[src/rtl/rsa_decrypt_core.sv]
// rsa_decrypt_core
// ----------------
// Modular exponentiation plain = c^d mod n using bit-serial Montgomery
// multiplication with R = 2^WIDTH. All exponent bits take the same time.
// The multiply is always computed and only its commit depends on d_i.
//
// Ports:
//   clk        rising-edge clock
//   rst_n      synchronous active-low reset
//   start      decrypt request, honoured in IDLE or DONE
//   stop       abort, honoured in every state, wins over start
//   cipher_in  ciphertext c
//   exp_in     private exponent d
//   mod_in     modulus n (must be odd and >= 3)
//   r2_in      R^2 mod n (must be < n)
//   plain_out  result, held until the next accepted start
//   busy       operation in progress
//   done       level, completion (valid or rejected)
//   error      level, last accepted start had invalid operands
//   state_dbg  current FSM state encoding
//
// Handshake: start is a request and is accepted when the FSM is idle or done
// and stop is low. The operands are latched on that edge. busy rises on the
// same edge. A result is valid while done=1 and error=0.
module rsa_decrypt_core #(
  parameter int WIDTH = 8
) (
  input  logic             clk,
  input  logic             rst_n,
  input  logic             start,
  input  logic             stop,
  input  logic [WIDTH-1:0] cipher_in,
  input  logic [WIDTH-1:0] exp_in,
  input  logic [WIDTH-1:0] mod_in,
  input  logic [WIDTH-1:0] r2_in,
  output logic [WIDTH-1:0] plain_out,
  output logic             busy,
  output logic             done,
  output logic             error,
  output logic [2:0]       state_dbg
);

  localparam int CW = $clog2(WIDTH + 1);
  localparam int TW = WIDTH + 2;

  typedef enum logic [2:0] {
    IDLE  = 3'd0,
    LOAD  = 3'd1,
    PRE_X = 3'd2,
    PRE_A = 3'd3,
    MUL   = 3'd4,
    SQR   = 3'd5,
    POST  = 3'd6,
    DONE  = 3'd7
  } state_t;

  state_t state, state_next;

  logic [WIDTH-1:0] c_reg, d_reg, n_reg, r2_reg;
  logic [WIDTH-1:0] x_reg, acc_reg;
  logic [TW-1:0]    t_reg;
  logic [CW-1:0]    cnt;
  logic [CW-1:0]    bit_idx;

  logic [WIDTH-1:0] a_op, b_op, mm_res;
  logic [TW-1:0]    b_ext, n_ext, t_add, t_odd, t_iter;
  logic             a_bit, d_bit, last_cycle, in_mm, operands_bad;

  assign state_dbg = state;

  // Operand selection for the product running in the current state. acc and
  // x are only written on the final cycle of a product, so they stay stable
  // as operands for the whole product.
  always_comb begin
    a_op  = '0;
    b_op  = '0;
    in_mm = 1'b1;
    case (state)
      PRE_X:   begin a_op = c_reg;       b_op = r2_reg;      end
      PRE_A:   begin a_op = WIDTH'(1);   b_op = r2_reg;      end
      MUL:     begin a_op = acc_reg;     b_op = x_reg;       end
      SQR:     begin a_op = x_reg;       b_op = x_reg;       end
      POST:    begin a_op = acc_reg;     b_op = WIDTH'(1);   end
      default: in_mm = 1'b0;
    endcase
  end

  assign a_bit      = |(a_op & (WIDTH'(1) << cnt));
  assign d_bit      = |(d_reg & (WIDTH'(1) << bit_idx));
  assign last_cycle = (cnt == CW'(WIDTH));

  // One Montgomery iteration. With t < 2n and b < n the sum stays below 4n,
  // which fits in WIDTH+2 bits.
  assign b_ext  = {2'b00, b_op};
  assign n_ext  = {2'b00, n_reg};
  assign t_add  = t_reg + (a_bit ? b_ext : '0);
  assign t_odd  = t_add + (t_add[0] ? n_ext : '0);
  assign t_iter = t_odd >> 1;

  // Final conditional subtraction brings t from [0, 2n) into [0, n).
  assign mm_res = (t_reg >= n_ext) ? WIDTH'(t_reg - n_ext) : t_reg[WIDTH-1:0];

  assign operands_bad = ~n_reg[0] | (n_reg < WIDTH'(3)) | (r2_reg >= n_reg);

  always_ff @(posedge clk) begin
    if (!rst_n) state <= IDLE;
    else        state <= state_next;
  end

  always_comb begin
    state_next = state;
    if (stop) begin
      state_next = IDLE;
    end else begin
      case (state)
        IDLE, DONE: if (start) state_next = LOAD;
        LOAD:       state_next = operands_bad ? DONE : PRE_X;
        PRE_X:      if (last_cycle) state_next = PRE_A;
        PRE_A:      if (last_cycle) state_next = MUL;
        MUL:        if (last_cycle) state_next = SQR;
        SQR:        if (last_cycle)
                      state_next = (bit_idx == CW'(WIDTH - 1)) ? POST : MUL;
        POST:       if (last_cycle) state_next = DONE;
        default:    state_next = IDLE;
      endcase
    end
  end

  always_ff @(posedge clk) begin
    if (!rst_n) begin
      c_reg     <= '0;
      d_reg     <= '0;
      n_reg     <= '0;
      r2_reg    <= '0;
      x_reg     <= '0;
      acc_reg   <= '0;
      t_reg     <= '0;
      cnt       <= '0;
      bit_idx   <= '0;
      plain_out <= '0;
      busy      <= 1'b0;
      done      <= 1'b0;
      error     <= 1'b0;
    end else if (stop) begin
      busy  <= 1'b0;
      done  <= 1'b0;
      error <= 1'b0;
      t_reg <= '0;
      cnt   <= '0;
    end else begin
      case (state)
        IDLE, DONE: begin
          if (start) begin
            c_reg  <= cipher_in;
            d_reg  <= exp_in;
            n_reg  <= mod_in;
            r2_reg <= r2_in;
            done   <= 1'b0;
            error  <= 1'b0;
            busy   <= 1'b1;
          end
        end
        LOAD: begin
          t_reg   <= '0;
          cnt     <= '0;
          bit_idx <= '0;
          if (operands_bad) begin
            error     <= 1'b1;
            done      <= 1'b1;
            busy      <= 1'b0;
            plain_out <= '0;
          end
        end
        default: begin
          if (in_mm) begin
            if (last_cycle) begin
              t_reg <= '0;
              cnt   <= '0;
              case (state)
                PRE_X: x_reg   <= mm_res;
                PRE_A: acc_reg <= mm_res;
                MUL:   if (d_bit) acc_reg <= mm_res;
                SQR: begin
                  x_reg   <= mm_res;
                  bit_idx <= bit_idx + CW'(1);
                end
                POST: begin
                  plain_out <= mm_res;
                  done      <= 1'b1;
                  busy      <= 1'b0;
                end
                default: ;
              endcase
            end else begin
              t_reg <= t_iter;
              cnt   <= cnt + CW'(1);
            end
          end
        end
      endcase
    end
  end

endmodule
[config.mk]
export PLATFORM = sky130hd
export DESIGN_NAME = rsa_decrypt_core
export DESIGN_NICKNAME = d
export VERILOG_FILES = /design/src/rtl/rsa_decrypt_core.sv
export SDC_FILE = /design/constraint.sdc
export NUM_CORES = 1
export LEC_CHECK = 0
export ABC_AREA = 1
export BUFFER_PORTS_ARGS = -buffer_cell sky130_fd_sc_hd__buf_4
export CAP_MARGIN = 10
export CORE_MARGIN = 2
export CORE_UTILIZATION = 40
export CTS_CLUSTER_SIZE = 40
export DETAILED_ROUTE_END_ITERATION = 10
export GPL_ROUTABILITY_DRIVEN = 1
export PLACE_DENSITY_LB_ADDON = 0.05
export SYNTH_ARGS = -nofsm -noshare
export SYNTH_HDL_FRONTEND = slang
export SYNTH_SLANG_ARGS = --single-unit
[constraint.sdc]
create_clock -name clk -period 10.6 [get_ports clk]
set_input_delay 0 -clock clk [delete_from_list [all_inputs] [get_ports clk]]
set_output_delay 0 -clock clk [all_outputs]
set_load 0.05 [all_outputs]
==> results.md <==
Power and ir drop:
- The total power of the final layout is 1.15 mW.
- The net switching power figure is 484 µW.
- The logic gate share of total power is 42.1%.
- Across the VDD grid, the largest voltage drop is 105 µV.
- The clock share of power is 27.0%.
- The switching fraction of total power is 41.9%.
- Sequential cells burn 30.9% of the power.
- Cell internal power was estimated by the tool at 670 µW.
- Summed over all cells, the static leakage comes to 3.01 nW.
- The power per standard cell area is 181 nW/µm².

GRT:
- The busiest layer in global routing is met2.
- After global routing the overflow that remains totals 0.
- In the global route stage, met2 resource usage came out at 33.1%.
- The global-route wire length before repair is 24.0 mm.
- Global routing consumed, on the met1 layer, 31.0% of the routing resources.
- Global routing consumed, on the met3 layer, 3.43% of the routing resources.
- The maximum number of pins on one net before global-route repair is 65.
- The number of antenna violations at the first check in global routing came to 0.
- The overall track demand over capacity in global routing is 21.5%.
- The number of global-route vias before repair is 4,732.

Floorplan:
- The die is 119 µm wide.
- The die covers 14,100 µm².
- The core region area is 12,700 µm².
- In this run the count of I/O pins placed on the die edge is 50.
- The die outline height is 119 µm.
- For this configuration, the core starts out at a cell density of 41.4%.
- The total number of placement rows is 41.

Synthesis:
- Among all flip-flop cells after synthesis, the most frequent one is dfxtp_1.
- The post-synthesis net count is 870.
- Yosys mapped a number of flops with a built-in enable equal to 0.
- The synthesized design contains 79 register bits.
- The post-synthesis instance total is 788.
- A synthesized cell averages 6.68 µm².
- After synthesis the cells add up to 5260 µm².
- After synthesis, the cell types taking the most area are dfxtp_1 30%, nand2_1 13%, ha_1 10%, inv_1 8.6%, a21oi_1 8.5%.
- Of the synthesized area, sequential elements account for 30.1%.
- Of all cell types, the one taking the most synthesized area is dfxtp_1.
- The distinct cell type count after synthesis is 46.
- The post-synthesis async set-or-reset flop share is 0%.
- The area share of the largest cell type after synthesis is 30.1%.
- The number of warnings printed during yosys synthesis is 0.

Routing:
- The sum of routed wire length over all layers is 14.7 mm.
- The DRC violation count after routing is 0.
- The count of vias placed by the detailed router is 5,188.
- The number of nets with antenna violations after routing is 0.
- The average wire per standard cell is 14.2 µm.
- For this run, the detailed router's first-pass iteration total came to 5.
- The via count normalized by instance count is 4.99.
- The initial detailed-routing violation count is 410.

Worst setup path:
- The critical path start-end classification is reg -> reg.
- The capture point of the worst reg-to-reg path is t_reg[8]$_SDFFE_PP0P_.
- STA classifies the critical path startpoint as a flip-flop.
- The worst register-to-register path has a setup slack of 6.39 ns.
- The path depth of the worst reg2reg path is 26.
- For this run, the slowest stage of the critical path takes 0.51 ns.
- The required time of the critical path is 10.81 ns.
- The critical path contains buffers and inverters numbering 3 combined.
- On the critical path, the stage with the largest delay is an instance of dfxtp_1.
- Along the worst path, the maximum fanout reaches 8.
- STA puts the critical path data arrival time at 4.41 ns.
- The most prevalent standard cell on the critical path is nand2_1.
- The cell class contributing the biggest share of worst-path delay is simple AND/OR/NAND/NOR gates.
- STA classifies the critical path endpoint as a flip-flop.
- In this run the critical register-to-register path is launched from state_dbg[0]$_SDFFE_PP0P_.

STA:
- Headroom to the max-slew limit came out at 59.8%.
- The setup clock skew after layout is 0.00717 ns.
- The count of final hold-check violations is 0.
- Setup repair after global routing left no endpoint under its margin.
- The top achievable clock speed is 238 MHz.
- The minimum hold slack is 0.0529 ns.
- The measured slew at the worst slew-check pin is 0.599 ns.
- The number of pins with negative max-slew slack in the final report is 0.
- The final clock period utilization by the worst path is 39.7%.
- The accumulated negative setup slack is 0 ns.
- The smallest clock period supported by the final layout is computed as 4.21 ns.
- Setup violations remaining at the end of the flow were counted as 0.

Place:
- In this run, placement finished with an instance count of 990.
- The congestion estimate from routability-driven global placement came to 0.910.
- Once placement finished, the instance area stood at 5750 µm².
- Summed over all nets, the half-perimeter wirelength after detailed placement is 11.4 mm.
- The number of buffers inserted by port buffering is 49.

CTS:
- The number of hold buffers added after CTS is 33.
- The CTS tree is yes.
- The number of sinks driven by the clock tree is 79.
- TritonCTS created 9 clock buffers.
- The cell at the root of the clock tree is clkbuf_16.
- The number of gates resized after cts is 0.
- Clock-pin slew was measured on the worst setup and hold paths at 0.06 ns.
- The H-tree depth reported by CTS is 3.
- The clock latency of the later-clocked register in the worst-skew pair is 0.35 ns.
- The number of buffers added for setup after CTS is 0.
- The longest clock path from root to sink contains 2 buffers.

Layout:
- Cells with a size suffix above 1 make up 10.6% of the layout.
- The final instance area is 6370 µm².
- The count of inserted antenna diode cells is 0.
- From synthesis to final layout, the design area changed by 21.1%.
- The post-layout net count is 944.
- The area of the multi-input gates is 3100 µm².
- The total area of sequential cells is 1580 µm².
- The number of inserted filler cells in the final layout is 1,331.
- Leaving out filler cells and counting taps, the final layout contains 1,039.
- The flip-flop count of the largest register, all copies and words added is 9.

Min path:
- The path category of the worst min-delay check is in -> reg.
- The cell depth of the worst min-delay path is 4.
- The path with the worst hold slack has its endpoint at state_dbg[0]$_SDFFE_PP0P_.
- The worst hold path begins at stop.

Run:
- The tool flagged a number of max-cap violations equal to 0.

Run status:
- The run finished with clean final reports.
power groups by stage:
stage | registers (mW) | clock network, mW | logic [mW]
after floorplan | 0.376 | 0 | 0.342
after global placement | 0.362 | 0 | 0.473
after detailed placement | 0.363 | 0 | 0.477
after CTS | 0.357 | 0.317 | 0.489
after global routing | 0.361 | 0.331 | 0.547
final | 0.357 | 0.311 | 0.486
layer usage:
metal	part of all wire, %	vias up
met4	1.1	0
met2	44	123
met1	51	2341
met3	4.4	10
li1	-	2714
met5	0	-
Yosys cell counts, types with 4 or more instances:
cell type,count
nand2_1,183
inv_1,120
a21oi_1,89
dfxtp_1,79
nor2_1,57
o21ai_0,53
ha_1,43
nand3_1,41
nand4_1,12
o22ai_1,12
buf_2,9
clkbuf_1,8
inv_2,8
a21boi_0,7
o21a_1,7
xor2_1,6
nor3_1,5
xnor2_1,5
or2_2,4
worst reg2reg max path, delay by kind of cell (launching register included):
kind | cells | cell delay (ns)
and+or+nand+nor | 14 | 1.46
adders and majority gates | 3 | 0.99
AOI/OAI and AO/OA | 5 | 0.70
DFF | 1 | 0.51
buffers and inverters | 3 | 0.26
xor gates and xnor gates | 1 | 0.17
cell usage in the layout (no fill, tap or decap), types with 33 or more instances in the layout:
cell | Yosys | final
nand3_1 | 41 | 41
buf_4 | 1 | 49
o21ai_0 | 53 | 53
ha_1 | 43 | 43
inv_1 | 120 | 120
dfxtp_1 | 79 | 79
dlygate4sd3_1 | 0 | 33
nor2_1 | 57 | 57
nand2_1 | 183 | 183
a21oi_1 | 89 | 89
through the flow:
step                      setup WS, ns  util (%)
final                             6.39      50.1
after global routing              5.85      50.1
after CTS                         6.43      50.1
after global placement            6.62      45.2
after detailed placement          6.45      45.2
after floorplan                   6.58         -
worst max path at each step:
stage	startpoint	to	cells past startpoint
floorplan	state_dbg[0]$_SDFFE_PP0P_	t_reg[6]$_SDFFE_PP0P_	23
global placement	state_dbg[0]$_SDFFE_PP0P_	t_reg[7]$_SDFFE_PP0P_	27
detailed placement	state_dbg[0]$_SDFFE_PP0P_	t_reg[7]$_SDFFE_PP0P_	27
CTS	state_dbg[0]$_SDFFE_PP0P_	t_reg[7]$_SDFFE_PP0P_	27
global route	state_dbg[0]$_SDFFE_PP0P_	t_reg[7]$_SDFFE_PP0P_	25
finish	state_dbg[0]$_SDFFE_PP0P_	t_reg[8]$_SDFFE_PP0P_	26
cell families after synthesis:
logic type      Yosys count  synth area share, %
compound gates          185                 19.3
xor+xnor                 11                 1.83
fa+ha+maj                46                 11.4
buf+inv                 149                 11.1
flops                    79                 30.1
simple gates            318                 26.3
cell type report:
cell class                 instances  area share (%)
clock buffer                      11            3.65
tap                              172            3.38
timing repair buffer              82            11.0
multi-input combinational        560            48.6
sequential                        79            24.8
clock inverter                     5           0.903
inverter                         130            7.68
(Power assumes the default switching activity.)
